--- src/rtl/iterative_alu_if.sv ---
// Handshaked operand/result bus for iterative_alu.
// master = issuing stage (decode/operand fetch + writeback), slave = the ALU.
interface iterative_alu_if #(
  parameter int unsigned XLEN = 32
) ();
  logic            in_valid;
  logic            in_ready;
  logic [4:0]      op;
  logic [XLEN-1:0] rs1;
  logic [XLEN-1:0] rs2;
  logic            out_valid;
  logic            out_ready;
  logic [XLEN-1:0] result;
  logic            zero;
  logic            negative;

  modport master (
    output in_valid, op, rs1, rs2, out_ready,
    input  in_ready, out_valid, result, zero, negative
  );

  modport slave (
    input  in_valid, op, rs1, rs2, out_ready,
    output in_ready, out_valid, result, zero, negative
  );
endinterface

--- src/rtl/iterative_alu.sv ---
// Registered, handshaked ALU: single-cycle base ops, optional 1-bit-per-cycle mul/div.
// Define ALU_MULDIV_EN to build the multiply/divide datapath and BUSY state.
module iterative_alu #(
  parameter int unsigned XLEN = 32
) (
  input  logic            clk,
  input  logic            reset_n,
  iterative_alu_if.slave  bus,
  output logic            busy
);
  localparam int unsigned SHW = $clog2(XLEN);

  typedef enum logic [1:0] {StIdle, StBusy, StDone} state_e;

  state_e          state_q, state_d;
  logic            accept;
  logic            md_start;
  logic [SHW-1:0]  shamt;
  logic [XLEN-1:0] base_res;
  logic [XLEN-1:0] res_d;
  logic            res_we;
  logic [XLEN-1:0] result_q;
  logic            zero_q;
  logic            neg_q;

  assign accept = bus.in_valid & bus.in_ready;
  assign shamt  = bus.rs2[SHW-1:0];

  // Base ops; every op[4]=1 code also lands here as 0 unless it starts an iteration.
  always_comb begin
    base_res = '0;
    if (!bus.op[4]) begin
      case (bus.op[3:0])
        4'h0:    base_res = bus.rs1 + bus.rs2;
        4'h1:    base_res = bus.rs1 - bus.rs2;
        4'h2:    base_res = bus.rs1 ^ bus.rs2;
        4'h3:    base_res = bus.rs1 | bus.rs2;
        4'h4:    base_res = bus.rs1 & bus.rs2;
        4'h5:    base_res = bus.rs1 << shamt;
        4'h6:    base_res = bus.rs1 >> shamt;
        4'h7:    base_res = $signed(bus.rs1) >>> shamt;
        4'h8:    base_res = {{(XLEN-1){1'b0}}, $signed(bus.rs1) < $signed(bus.rs2)};
        4'h9:    base_res = {{(XLEN-1){1'b0}}, bus.rs1 < bus.rs2};
        default: base_res = '0;
      endcase
    end
  end

`ifdef ALU_MULDIV_EN
  localparam logic [SHW:0] CntLast = (SHW+1)'(XLEN);
  localparam logic [SHW:0] CntOne  = (SHW+1)'(1);

  logic [SHW:0]    cnt_q;
  logic [XLEN-1:0] acc_q;   // product high half / partial remainder
  logic [XLEN-1:0] lo_q;    // multiplier -> product low half / dividend -> quotient
  logic [XLEN-1:0] opnd_q;  // multiplicand / divisor magnitude
  logic            md_div_q, md_sel_q, quo_neg_q, rem_neg_q, div0_q;
  logic            sgn1, sgn2;
  logic [XLEN:0]   mul_sum;
  logic [XLEN:0]   div_shift;
  logic [XLEN+1:0] div_diff;
  logic [XLEN-1:0] md_res;

  // 10000, 10001, 10100..10111
  assign md_start = bus.op[4] & ~bus.op[3] & (bus.op[2] | ~bus.op[1]);
  assign sgn1     = bus.op[1] & bus.rs1[XLEN-1];
  assign sgn2     = bus.op[1] & bus.rs2[XLEN-1];

  assign mul_sum   = {1'b0, acc_q} + (lo_q[0] ? {1'b0, opnd_q} : '0);
  assign div_shift = {acc_q, lo_q[XLEN-1]};
  assign div_diff  = {1'b0, div_shift} - {2'b00, opnd_q};

  always_comb begin
    if (!md_div_q) begin
      md_res = md_sel_q ? acc_q : lo_q;
    end else if (md_sel_q) begin
      md_res = rem_neg_q ? -acc_q : acc_q;
    end else begin
      md_res = div0_q ? '1 : (quo_neg_q ? -lo_q : lo_q);
    end
  end

  always_ff @(posedge clk) begin
    if (!reset_n) begin
      cnt_q <= '0;
    end else if (accept && md_start) begin
      cnt_q     <= '0;
      acc_q     <= '0;
      md_div_q  <= bus.op[2];
      md_sel_q  <= bus.op[0];
      quo_neg_q <= sgn1 ^ sgn2;
      rem_neg_q <= sgn1;
      div0_q    <= (bus.rs2 == '0);
      if (bus.op[2]) begin
        lo_q   <= sgn1 ? -bus.rs1 : bus.rs1;
        opnd_q <= sgn2 ? -bus.rs2 : bus.rs2;
      end else begin
        lo_q   <= bus.rs2;
        opnd_q <= bus.rs1;
      end
    end else if (state_q == StBusy && cnt_q != CntLast) begin
      cnt_q <= cnt_q + CntOne;
      if (!md_div_q) begin
        acc_q <= mul_sum[XLEN:1];
        lo_q  <= {mul_sum[0], lo_q[XLEN-1:1]};
      end else if (!div_diff[XLEN+1]) begin
        acc_q <= div_diff[XLEN-1:0];
        lo_q  <= {lo_q[XLEN-2:0], 1'b1};
      end else begin
        acc_q <= div_shift[XLEN-1:0];
        lo_q  <= {lo_q[XLEN-2:0], 1'b0};
      end
    end
  end
`else
  assign md_start = 1'b0;
`endif

  always_ff @(posedge clk) begin
    if (!reset_n) begin
      state_q <= StIdle;
    end else begin
      state_q <= state_d;
    end
  end

  always_comb begin
    state_d = state_q;
    unique case (state_q)
      StIdle: if (accept) state_d = md_start ? StBusy : StDone;
`ifdef ALU_MULDIV_EN
      StBusy: if (cnt_q == CntLast) state_d = StDone;
`endif
      StDone: if (bus.out_ready) state_d = StIdle;
      default: state_d = StIdle;
    endcase
  end

  always_comb begin
    bus.in_ready  = (state_q == StIdle);
    bus.out_valid = (state_q == StDone);
`ifdef ALU_MULDIV_EN
    busy = (state_q == StBusy);
`else
    busy = 1'b0;
`endif
  end

  // Flags are captured from the value being written, so they always match result.
  always_comb begin
    res_d  = base_res;
    res_we = accept & ~md_start;
`ifdef ALU_MULDIV_EN
    if (state_q == StBusy && cnt_q == CntLast) begin
      res_d  = md_res;
      res_we = 1'b1;
    end
`endif
  end

  always_ff @(posedge clk) begin
    if (!reset_n) begin
      result_q <= '0;
      zero_q   <= 1'b1;
      neg_q    <= 1'b0;
    end else if (res_we) begin
      result_q <= res_d;
      zero_q   <= (res_d == '0);
      neg_q    <= res_d[XLEN-1];
    end
  end

  assign bus.result   = result_q;
  assign bus.zero     = zero_q;
  assign bus.negative = neg_q;
endmodule
--- src/flat_wrapper.sv ---
// flat-port wrapper written by rule: the top's interface ports become plain ports
module iterative_alu_flat 
#(
  parameter int unsigned XLEN = 32
)
  (clk, reset_n, busy, bus_in_valid, bus_op, bus_rs1, bus_rs2, bus_out_ready, bus_in_ready, bus_out_valid, bus_result, bus_zero, bus_negative);
  iterative_alu_if #(.XLEN(XLEN)) bus_i ();
  input  logic clk;
  input  logic reset_n;
  output logic busy;
  input wire logic [$bits(bus_i.in_valid)-1:0] bus_in_valid;
  input wire logic [$bits(bus_i.op)-1:0] bus_op;
  input wire logic [$bits(bus_i.rs1)-1:0] bus_rs1;
  input wire logic [$bits(bus_i.rs2)-1:0] bus_rs2;
  input wire logic [$bits(bus_i.out_ready)-1:0] bus_out_ready;
  output wire logic [$bits(bus_i.in_ready)-1:0] bus_in_ready;
  output wire logic [$bits(bus_i.out_valid)-1:0] bus_out_valid;
  output wire logic [$bits(bus_i.result)-1:0] bus_result;
  output wire logic [$bits(bus_i.zero)-1:0] bus_zero;
  output wire logic [$bits(bus_i.negative)-1:0] bus_negative;
  assign bus_i.in_valid = bus_in_valid;
  assign bus_i.op = bus_op;
  assign bus_i.rs1 = bus_rs1;
  assign bus_i.rs2 = bus_rs2;
  assign bus_i.out_ready = bus_out_ready;
  assign bus_in_ready = bus_i.in_ready;
  assign bus_out_valid = bus_i.out_valid;
  assign bus_result = bus_i.result;
  assign bus_zero = bus_i.zero;
  assign bus_negative = bus_i.negative;
  iterative_alu #(.XLEN(XLEN)) u_core (.clk(clk), .reset_n(reset_n), .bus(bus_i), .busy(busy));
endmodule
--- config.mk ---
export PLATFORM = sky130hd
export DESIGN_NAME = iterative_alu_flat
export DESIGN_NICKNAME = d
export VERILOG_FILES = /design/src/rtl/iterative_alu_if.sv /design/src/rtl/iterative_alu.sv /design/src/flat_wrapper.sv
export SDC_FILE = /design/constraint.sdc
export NUM_CORES = 1
export LEC_CHECK = 0
export CAP_MARGIN = 20
export CORE_MARGIN = 2
export CORE_UTILIZATION = 30
export CTS_BUF_LIST = sky130_fd_sc_hd__clkbuf_16
export CTS_CLUSTER_SIZE = 16
export DETAILED_ROUTE_END_ITERATION = 6
export GPL_TIMING_DRIVEN = 0
export PLACE_DENSITY = 0.56
export SLEW_MARGIN = 20
export SYNTH_ARGS = -nofsm -noshare
export SYNTH_HDL_FRONTEND = slang
export SYNTH_SLANG_ARGS = --single-unit
--- constraint.sdc ---
create_clock -name clk -period 6.4 [get_ports clk]
set_input_delay 1.6 -clock clk [delete_from_list [all_inputs] [get_ports clk]]
set_output_delay 1.6 -clock clk [all_outputs]
set_load 0.03 [all_outputs]
# [Yosys cells after proc, flatten, opt, wreduce, memory -nomap -nowiden]
# Index checks and enable logic that the tools add are counted.
[totals] out_inout_bits=37 inputBits=73 wordCells=36 ff_bits=36
[op_classes] muxes=5 n_eq_ne=12 add_sub_neg=2 reduce_logical=4 n_bitwise=4 n_lt_le_gt_ge=2 shift=3
[op_table] operator="$pmux 32 s10" count=1
[op_table] operator="$lt 32x32->1" count=2
[op_table] operator="$add 32x32->32" count=1
[op_table] operator="$and 32x32->32" count=1
[op_table] operator="$logic_not 32->1" count=1
[op_table] operator="$mux 32" count=1
[op_table] operator="$or 32x32->32" count=1
[op_table] operator="$shl 32x5->32" count=1
[op_table] operator="$shr 32x5->32" count=1
[op_table] operator="$sshr 32x5->32" count=1
[op_table] operator="$sub 32x32->32" count=1
[op_table] operator="$xor 32x32->32" count=1
[op_table] operator="$eq 4x3->1 const B" count=4
[op_table] operator="$eq 4x2->1 const B" count=2
[op_table] operator="$eq 4x4->1 const B" count=2
[op_table] operator="$eq 4x1->1 const B" count=1
[op_table] operator="$logic_not 4->1" count=1
[op_table] operator="$mux 2" count=2
[op_table] operator="$ne 2x2->1 const B" count=2
[op_table] operator="$pmux 2 s2" count=1
[op_table] operator="$eq 2x2->1 const B" count=1
[op_table] operator="$logic_not 2->1" count=1
[op_table] operator="$reduce_and 2->1" count=1
[op_table] operator="$and 1x1->1" count=1

# [Logic depth before layout (Yosys ltp)]
# Gate-level depths: netlist of run 1.
[depth] depth_word=4 ltp_mapped=16 ltp_nobuf=14

# [Least setup slack after synthesis of run 1]
# Ideal clock, no wire load.
[synth_path] kind="input -> register" startpoint="in bus_rs2[2]" endpoint="reg u_core.zero_q (netlist: u_core.bus.zero)" setup_slack_ps=934 path_stages=16 n_path_buf=4 arrival_time_ps=5397 setup_time_ps=69 required_ps=6331 cell_sequence="inv_1 > buf_2 > buf_1 > clkbuf_1 > ha_1 > clkbuf_1 > nand2b_1 > a2111o_1 > a31oi_1 > o2111ai_1 > a211oi_1 > mux2i_1 > o221ai_1 > a2111oi_4 > o2111ai_1 > o21ai_1"
[synth_via] elab_chain_cells=4 elab_cells_between_ends=13 classes_between="add/sub (2); order compare (2); shift (3); mux (2); bitwise (3); reduce/logical (1)"
[synth_rtl] element="start, declared" line_no="flat_wrapper.sv:14" rtl="input wire logic [$bits(bus_i.rs2)-1:0] bus_rs2;"
[synth_rtl] element="$sub 32x32->32, or another cell as far along" line_no="iterative_alu.sv:35" rtl="4'h1: base_res = bus.rs1 - bus.rs2;"
[synth_rtl] element="$pmux 32 s10 *" line_no="iterative_alu.sv:33" rtl="case (bus.op[3:0])"
[synth_rtl] element="$mux 32 *" line_no="iterative_alu.sv:32" rtl="if (!bus.op[4]) begin"
[synth_rtl] element="$logic_not 32->1 *" line_no="iterative_alu.sv:168" rtl="zero_q <= (res_d == '0);"
[synth_rtl] element="end signal, assigned" line_no="iterative_alu.sv:168"
[synth_rtl] element="end, declared" line_no="iterative_alu.sv:23" rtl="logic zero_q;"
# Mark *: on every way between the ends. The rest lies on a longest branch, timed or not.
# A chain may end at the register's enable or synchronous reset.

# [Worst setup path after layout of run 1]
[layout_path] startpoint="in bus_rs2[3]" endpoint="reg u_core.zero_q (netlist: u_core.bus.zero)"
# The elaborated chain is that of the path after synthesis.

==> impl_metrics.env, run 1 <==
export IMPL_route_detailed_drc=2
export IMPL_drive_above_1_share_pct=11.1
export IMPL_cp_startpoint="bus_rs2[3]"
export IMPL_postCtsHoldBufs=0
export IMPL_gp_congestion=1.10
export IMPL_hold_viol=0
export IMPL_nFillCells=4174
export IMPL_root_buffer="clkbuf_16"
export IMPL_register_area_um2=681
export IMPL_finalSetupTns_ns=0
export IMPL_ios=110
export IMPL_htree_levels=2
export IMPL_syn_area_um2=11500
export IMPL_slowest_stage="nor4_1"
export IMPL_worstSetupEndpointType="register"
export IMPL_cts_tree="done"
export IMPL_fin_util_pct=36.0
export IMPL_chipWidth_um=200
export IMPL_dpl_hpwl_mm=59.8
export IMPL_grt_pass1_vias=14000
export IMPL_rr_startpoint="u_core.state_q[1]"
export IMPL_crit_arrival_ns=6.55
export IMPL_cpPeakStageDelay_ns=1.14
export IMPL_setup_viol=0
export IMPL_rsz0062_at_grt="no"
export IMPL_cp_required_ns=6.61
export IMPL_first_pass_iters=7
export IMPL_syn_num_nets=1755
export IMPL_grt_pass1_wl_mm=103
export IMPL_switching_share_pct=53.7
export IMPL_irDropWorstVdd_uv=87.7
export IMPL_fp_dieH_um=200
export IMPL_worstSetupPathType="in -> reg"
export IMPL_synth_edff_count=0
export IMPL_numCtsBuffers=5
export IMPL_antenna_cells=0
export IMPL_hold_path_class="reg -> reg"
export IMPL_startpoint_type="input port"
export IMPL_synthFlopType="dfxtp_1"
export IMPL_nNetsFinal=1871
export IMPL_start_util_pct=30.5
export IMPL_yosysMostFrequentCell="nor2_1"
export IMPL_ys_seq_area_share_pct=5.92
export IMPL_insertion_delay_ns=0.28
export IMPL_netlist_area_leader_share_pct=10.9
export IMPL_dieArea_um2=39900
export IMPL_multiInputGateArea_um2=10000
export IMPL_wl_per_cell_um=33.0
export IMPL_min_period_over_period_pct=99.0
export IMPL_tightest_slew_ns=1.32
export IMPL_io_buffers=107
export IMPL_cap_violations=0
export IMPL_grt_overflow=0
export IMPL_synth_seq_cells=34
export IMPL_grt_max_degree=21
export IMPL_leakage_nw=5.08
export IMPL_relSlewSlack_pct=11.3
export IMPL_finClkSkew_ns=0.00111
export IMPL_synthTopCellsByArea="ha_1 (11%), mux4_2 (11%), dfxtp_1 (5.9%)"
export IMPL_ys_async_sr_fraction_pct=0
export IMPL_cp_max_fo=10
export IMPL_fmax_ghz=0.158
export IMPL_cp_num_buf_inv=6
export IMPL_row_count=71
export IMPL_viasPerCell=6.62
export IMPL_ant_nets=0
export IMPL_synth_top_cell_by_area="ha_1"
export IMPL_reg2reg_slack_ns=3.69
export IMPL_outcome="complete, but fails checks"
export IMPL_yosys_warnings=0
export IMPL_layout_area_overhead_vs_synth_pct=18.0
export IMPL_netlist_instances=1580
export IMPL_combPwrFrac_pct=72.4
export IMPL_antenna_found_initial=3
export IMPL_pwr_density_cell_nw_per_um2=119
export IMPL_slew_violations=0
export IMPL_track_usage_pct=35.9
export IMPL_ys_top_cells_by_count="nor2_1 (149), nand2_1 (126), a21oi_1 (121)"
export IMPL_routed_wl_mm=72.8
export IMPL_violations="DRC"
export IMPL_fin_crit_ns=6.33
export IMPL_cts_sinks=34
export IMPL_vias=14600
export IMPL_core_area_um2=37700
export IMPL_p_int_w=0.000747
export IMPL_clk_pin_slew_ns=0.05
export IMPL_synth_distinct_cells=97
export IMPL_seqPwrFrac_pct=13.8
export IMPL_path_cells="clkdlybuf4s50_1 -> clkbuf_2 -> buf_2 -> buf_2 -> buf_2 -> clkbuf_1 -> a211oi_1 -> nor4_1 -> a31oi_1 -> nand4b_1 -> a2111oi_2 -> o2111ai_1 -> o21ai_1"
export IMPL_avgSynthCellArea_um2=7.28
export IMPL_p_clk_share_pct=13.8
export IMPL_path_delay_family="buffers and inverters"
export IMPL_cp_common_cell="buf_2"
export IMPL_min_delay_start="u_core.bus.result[13]"
export IMPL_drt_iter0_markers=1939
export IMPL_cts_buffer_depth=2
export IMPL_power_switching_w=0.000866
## state kept, by name, summed over array words and instances (netlist names)
| signal | cells |
|---|---|
| u_core.bus.negative | 1 |
| u_core.bus.result | 31 |
| u_core.bus.zero | 1 |
| u_core.state_q | 1 |
## worst paths after layout
| kind | endpoint | cells after the start |
|---|---|---|
| min reg2reg | u_core.bus.result[13] | 2 |
| max | u_core.bus.zero | 13 |
| max reg2reg | u_core.bus.zero | 10 |
| min | u_core.bus.result[13] | 2 |
## cells by family after synthesis
family                   share of synthesized area [%]
AO/OA/AOI/OAI                                     31.8
adder cells (fa/ha/maj)                           11.2
multiplexers                                      17.6
other                                           0.0326
flip-flops                                        5.92
AND/OR/NAND/NOR                                   23.8
XOR/XNOR                                          1.22
buffers and inverters                             8.40
## tightest hold or removal path, cell delays in order, from the launching register on
cell and delay (ns):
dfxtp_1 0.31, nand2_1 0.05, a21oi_1 0.05
## area by class of cell
type                    count  area share, %
repair buffers            111           8.06
clock inverters             3         0.0922
clock buffers               5          0.922
multi-input cells        1317           73.9
plain buffers             131           4.59
flip-flops and latches     34           5.02
inverters                  96           2.69
well taps                 511           4.71
## cells in the final DEF, fill, tap and decap left out, types with 9 or more instances in the layout
cell type / n
clkdlybuf4s50_1: 106
and3_1: 16
a22oi_1: 23
ha_1: 100
or4_1: 10
o22ai_1: 18
a21oi_1: 120
o31ai_1: 19
clkbuf_1: 84
o2111ai_1: 12
o211ai_1: 42
nor3_1: 43
o21ai_0: 64
nand2b_1: 20
a211oi_1: 27
nand3_1: 49
mux2i_1: 43
mux4_2: 55
buf_2: 18
o21a_1: 12
xnor2_1: 11
nand2_1: 126
a221oi_1: 9
o21ai_1: 12
mux2_2: 22
a211o_1: 9
nor2_1: 149
or2_2: 14
dfxtp_1: 34
or3_1: 9
buf_4: 12
nor4_1: 17
nand4_1: 19
inv_1: 93
a21o_1: 18
a31oi_1: 16
nor2b_1: 23
## metal layers
layer | track usage [%] | part of all wire, % | vias to the layer above
li1 | - | - | 6232
met1 | 46.5 | 40 | 7142
met2 | 57.8 | 44 | 1000
met3 | 4.42 | 8.5 | 246
met4 | 20.8 | 6.9 | 6
met5 | 0 | 0.063 | -
## metrics by stage
stage / power (W) / std cells / instance area (um^2) / setup slack (ns) / hold slack [ns]
2_1_floorplan: 0.000880 / 1580 / 11500 / 0.934 / 0.580
3_3_place_gp: 0.00133 / 2198 / 13200 / -1.98 / 0.442
3_5_place_dp: 0.00133 / 2201 / 13300 / -1.84 / 0.447
4_1_cts: 0.00156 / 2208 / 13500 / 0.0637 / 0.454
5_1_grt: 0.00167 / 2208 / 13600 / 0.0165 / 0.467
6_report: 0.00161 / 2208 / 13600 / 0.0660 / 0.450
## power by group through the flow
stage,Clock (W),Combinational [W],Sequential (W)
after floorplan,0,0.000640,0.000240
after detailed placement,0,0.00110,0.000227
after global placement,0,0.00111,0.000227
final,0.000223,0.00117,0.000223
after global routing,0.000234,0.00121,0.000223
after CTS,0.000226,0.00112,0.000223
## timing repair
action,4_1_cts,5_1_grt
pin swaps,2,1
buffers inserted,1,0
cloned,0,0
endpoints found under the setup margin,28,3
resized for setup,25,22
Power figures use the tool's default switching activity.
==> run 2, diff against run 1 <==
==> constraint.sdc (replaced) <==
create_clock -name clk -period 6.4 [get_ports clk]
set_input_delay 1.28 -clock clk [delete_from_list [all_inputs] [get_ports clk]]
set_output_delay 1.28 -clock clk [all_outputs]
set_load 0.03 [all_outputs]
==> impl_metrics.env, run 2 (synthesis gave the netlist of run 1 again) <==
export IMPL_cap_violations=0
export IMPL_dpl_hpwl_mm=59.8
export IMPL_setup_viol=0
export IMPL_track_usage_pct=35.8
export IMPL_finalSetupTns_ns=0
export IMPL_cpPeakStageDelay_ns=0.80
export IMPL_pwr_density_cell_nw_per_um2=119
export IMPL_hold_path_class="reg -> reg"
export IMPL_io_buffers=107
export IMPL_viasPerCell=6.61
export IMPL_gp_congestion=1.10
export IMPL_fmax_ghz=0.157
export IMPL_leakage_nw=5.05
export IMPL_antenna_found_initial=5
export IMPL_most_common_layout_cells="nor2_1 (149), nand2_1 (126), a21oi_1 (121)"
export IMPL_wl_per_cell_um=32.8
export IMPL_nNetsFinal=1870
export IMPL_slowest_stage="a211oi_1"
export IMPL_postCtsHoldBufs=0
export IMPL_combPwrFrac_pct=72.2
export IMPL_startpoint_type="input port"
export IMPL_rr_startpoint="u_core.state_q[1]"
export IMPL_grt_overflow=0
export IMPL_cts_tree="done"
export IMPL_finalPower_w=0.00160
export IMPL_grt_pass1_wl_mm=102
export IMPL_violations="DRC"
export IMPL_routed_wl_mm=72.5
export IMPL_vias=14600
export IMPL_finClkSkew_ns=0.000769
export IMPL_first_pass_iters=7
export IMPL_min_delay_start="u_core.bus.result[13]"
export IMPL_cp_num_buf_inv=5
export IMPL_switching_share_pct=53.6
export IMPL_finalNonFillerCells=2207
export IMPL_tightest_slew_ns=1.24
export IMPL_p_int_w=0.000743
export IMPL_rsz0062_at_grt="no"
export IMPL_ant_nets=0
export IMPL_slew_violations=0
export IMPL_final_common_cell="nor2_1"
export IMPL_min_period_over_period_pct=99.6
export IMPL_worstSetupPathType="in -> reg"
export IMPL_ios=110
export IMPL_cp_startpoint="bus_op[0]"
export IMPL_cts_buffer_depth=2
export IMPL_path_cells="clkdlybuf4s50_1 -> buf_2 -> buf_2 -> clkbuf_1 -> clkdlybuf4s15_2 -> nor4_2 -> a211oi_1 -> a21oi_1 -> a211oi_1 -> nand4b_1 -> a2111oi_2 -> o2111ai_1 -> o21ai_1"
export IMPL_root_buffer="clkbuf_16"
export IMPL_worstSetupEndpointType="register"
export IMPL_irDropWorstVdd_uv=87.8
export IMPL_cp_max_fo=10
export IMPL_cts_sinks=34
export IMPL_clk_pin_slew_ns=0.05
export IMPL_row_count=71
export IMPL_antenna_cells=0
export IMPL_dieArea_um2=39900
export IMPL_fp_dieH_um=200
export IMPL_drt_iter0_markers=1855
export IMPL_p_clk_share_pct=13.9
export IMPL_hold_viol=0
export IMPL_cp_required_ns=6.61
export IMPL_insertion_delay_ns=0.28
export IMPL_outcome="complete, but fails checks"
export IMPL_seqPwrFrac_pct=13.9
export IMPL_power_switching_w=0.000859
export IMPL_chipWidth_um=200
export IMPL_layout_area_overhead_vs_synth_pct=17.2
export IMPL_route_detailed_drc=2
export IMPL_placed_cells=2201
export IMPL_relSlewSlack_pct=16.5
export IMPL_grt_pass1_vias=14000
export IMPL_numCtsBuffers=5
export IMPL_core_area_um2=37700
export IMPL_fin_crit_ns=6.38
export IMPL_crit_arrival_ns=6.59
export IMPL_drive_above_1_share_pct=10.4
export IMPL_grt_max_degree=20
export IMPL_start_util_pct=30.5
export IMPL_htree_levels=2
export IMPL_path_delay_family="buffers and inverters"
export IMPL_largest_register_ffs=31
-- run 2: final cells by class --
| cell class | instances | area, um^2 |
|---|---|---|
| Buffer | 130 | 607 |
| Clock buffer | 5 | 125 |
| Clock inverter | 3 | 12.5 |
| Fill cell | 4181 | 24200 |
| Inverter | 96 | 363 |
| Multi-Input combinational cell | 1317 | 9940 |
| Sequential cell | 34 | 681 |
| Tap cell | 511 | 639 |
| Timing Repair Buffer | 111 | 1100 |
-- run 2: worst reg2reg max path, cell delays in order, from the launching register on --
cell,delay [ns]
dfxtp_1,0.33
nor2b_1,0.11
clkbuf_1,0.40
o211ai_1,0.15
o32ai_1,0.31
o21ai_1,0.20
a311oi_1,0.28
nand4b_1,0.19
a2111oi_2,0.34
o2111ai_1,0.16
o21ai_1,0.14
-- run 2: worst paths after layout --
| path | to | slack (ns) | cells after the start |
|---|---|---|---|
| max | u_core.bus.zero | 0.02 | 13 |
| min | u_core.bus.result[13] | 0.45 | 2 |
| max reg2reg | u_core.bus.zero | 3.72 | 10 |
| min reg2reg | u_core.bus.result[13] | 0.45 | 2 |
-- run 2: layer usage --
metal | global-route usage, % | wire (um) | vias to the layer above
li1 | - | - | 6235
met5 | 0 | 59 | -
met4 | 21.5 | 5220 | 8
met2 | 57.3 | 31900 | 1003
met3 | 4.62 | 6210 | 245
met1 | 46.2 | 29100 | 7095
-- run 2: stage by stage --
step | setup slack [ns] | instance area [um^2] | utilization (%) | hold WS, ns
3_5_place_dp | -1.52 | 13300 | 35.3 | 0.447
2_1_floorplan | 1.25 | 11500 | - | 0.580
6_report | 0.0237 | 13500 | 35.8 | 0.450
5_1_grt | 0.0132 | 13500 | 35.8 | 0.467
3_3_place_gp | -1.66 | 13200 | 35.1 | 0.442
4_1_cts | 0.0383 | 13400 | 35.7 | 0.454
-- run 2: power by group through the flow --
stage | Combinational, W | Clock (W) | Sequential, W
after global placement | 0.00111 | 0 | 0.000227
after floorplan | 0.000640 | 0 | 0.000240
after CTS | 0.00111 | 0.000226 | 0.000223
final | 0.00116 | 0.000223 | 0.000223
after detailed placement | 0.00110 | 0 | 0.000227
after global routing | 0.00120 | 0.000234 | 0.000223
-- run 2: timing repair --
action | in CTS | in global routing
buffers inserted | 0 | 1
pin swaps | 0 | 2
gates resized for setup | 14 | 6
setup endpoints to repair | 19 | 1
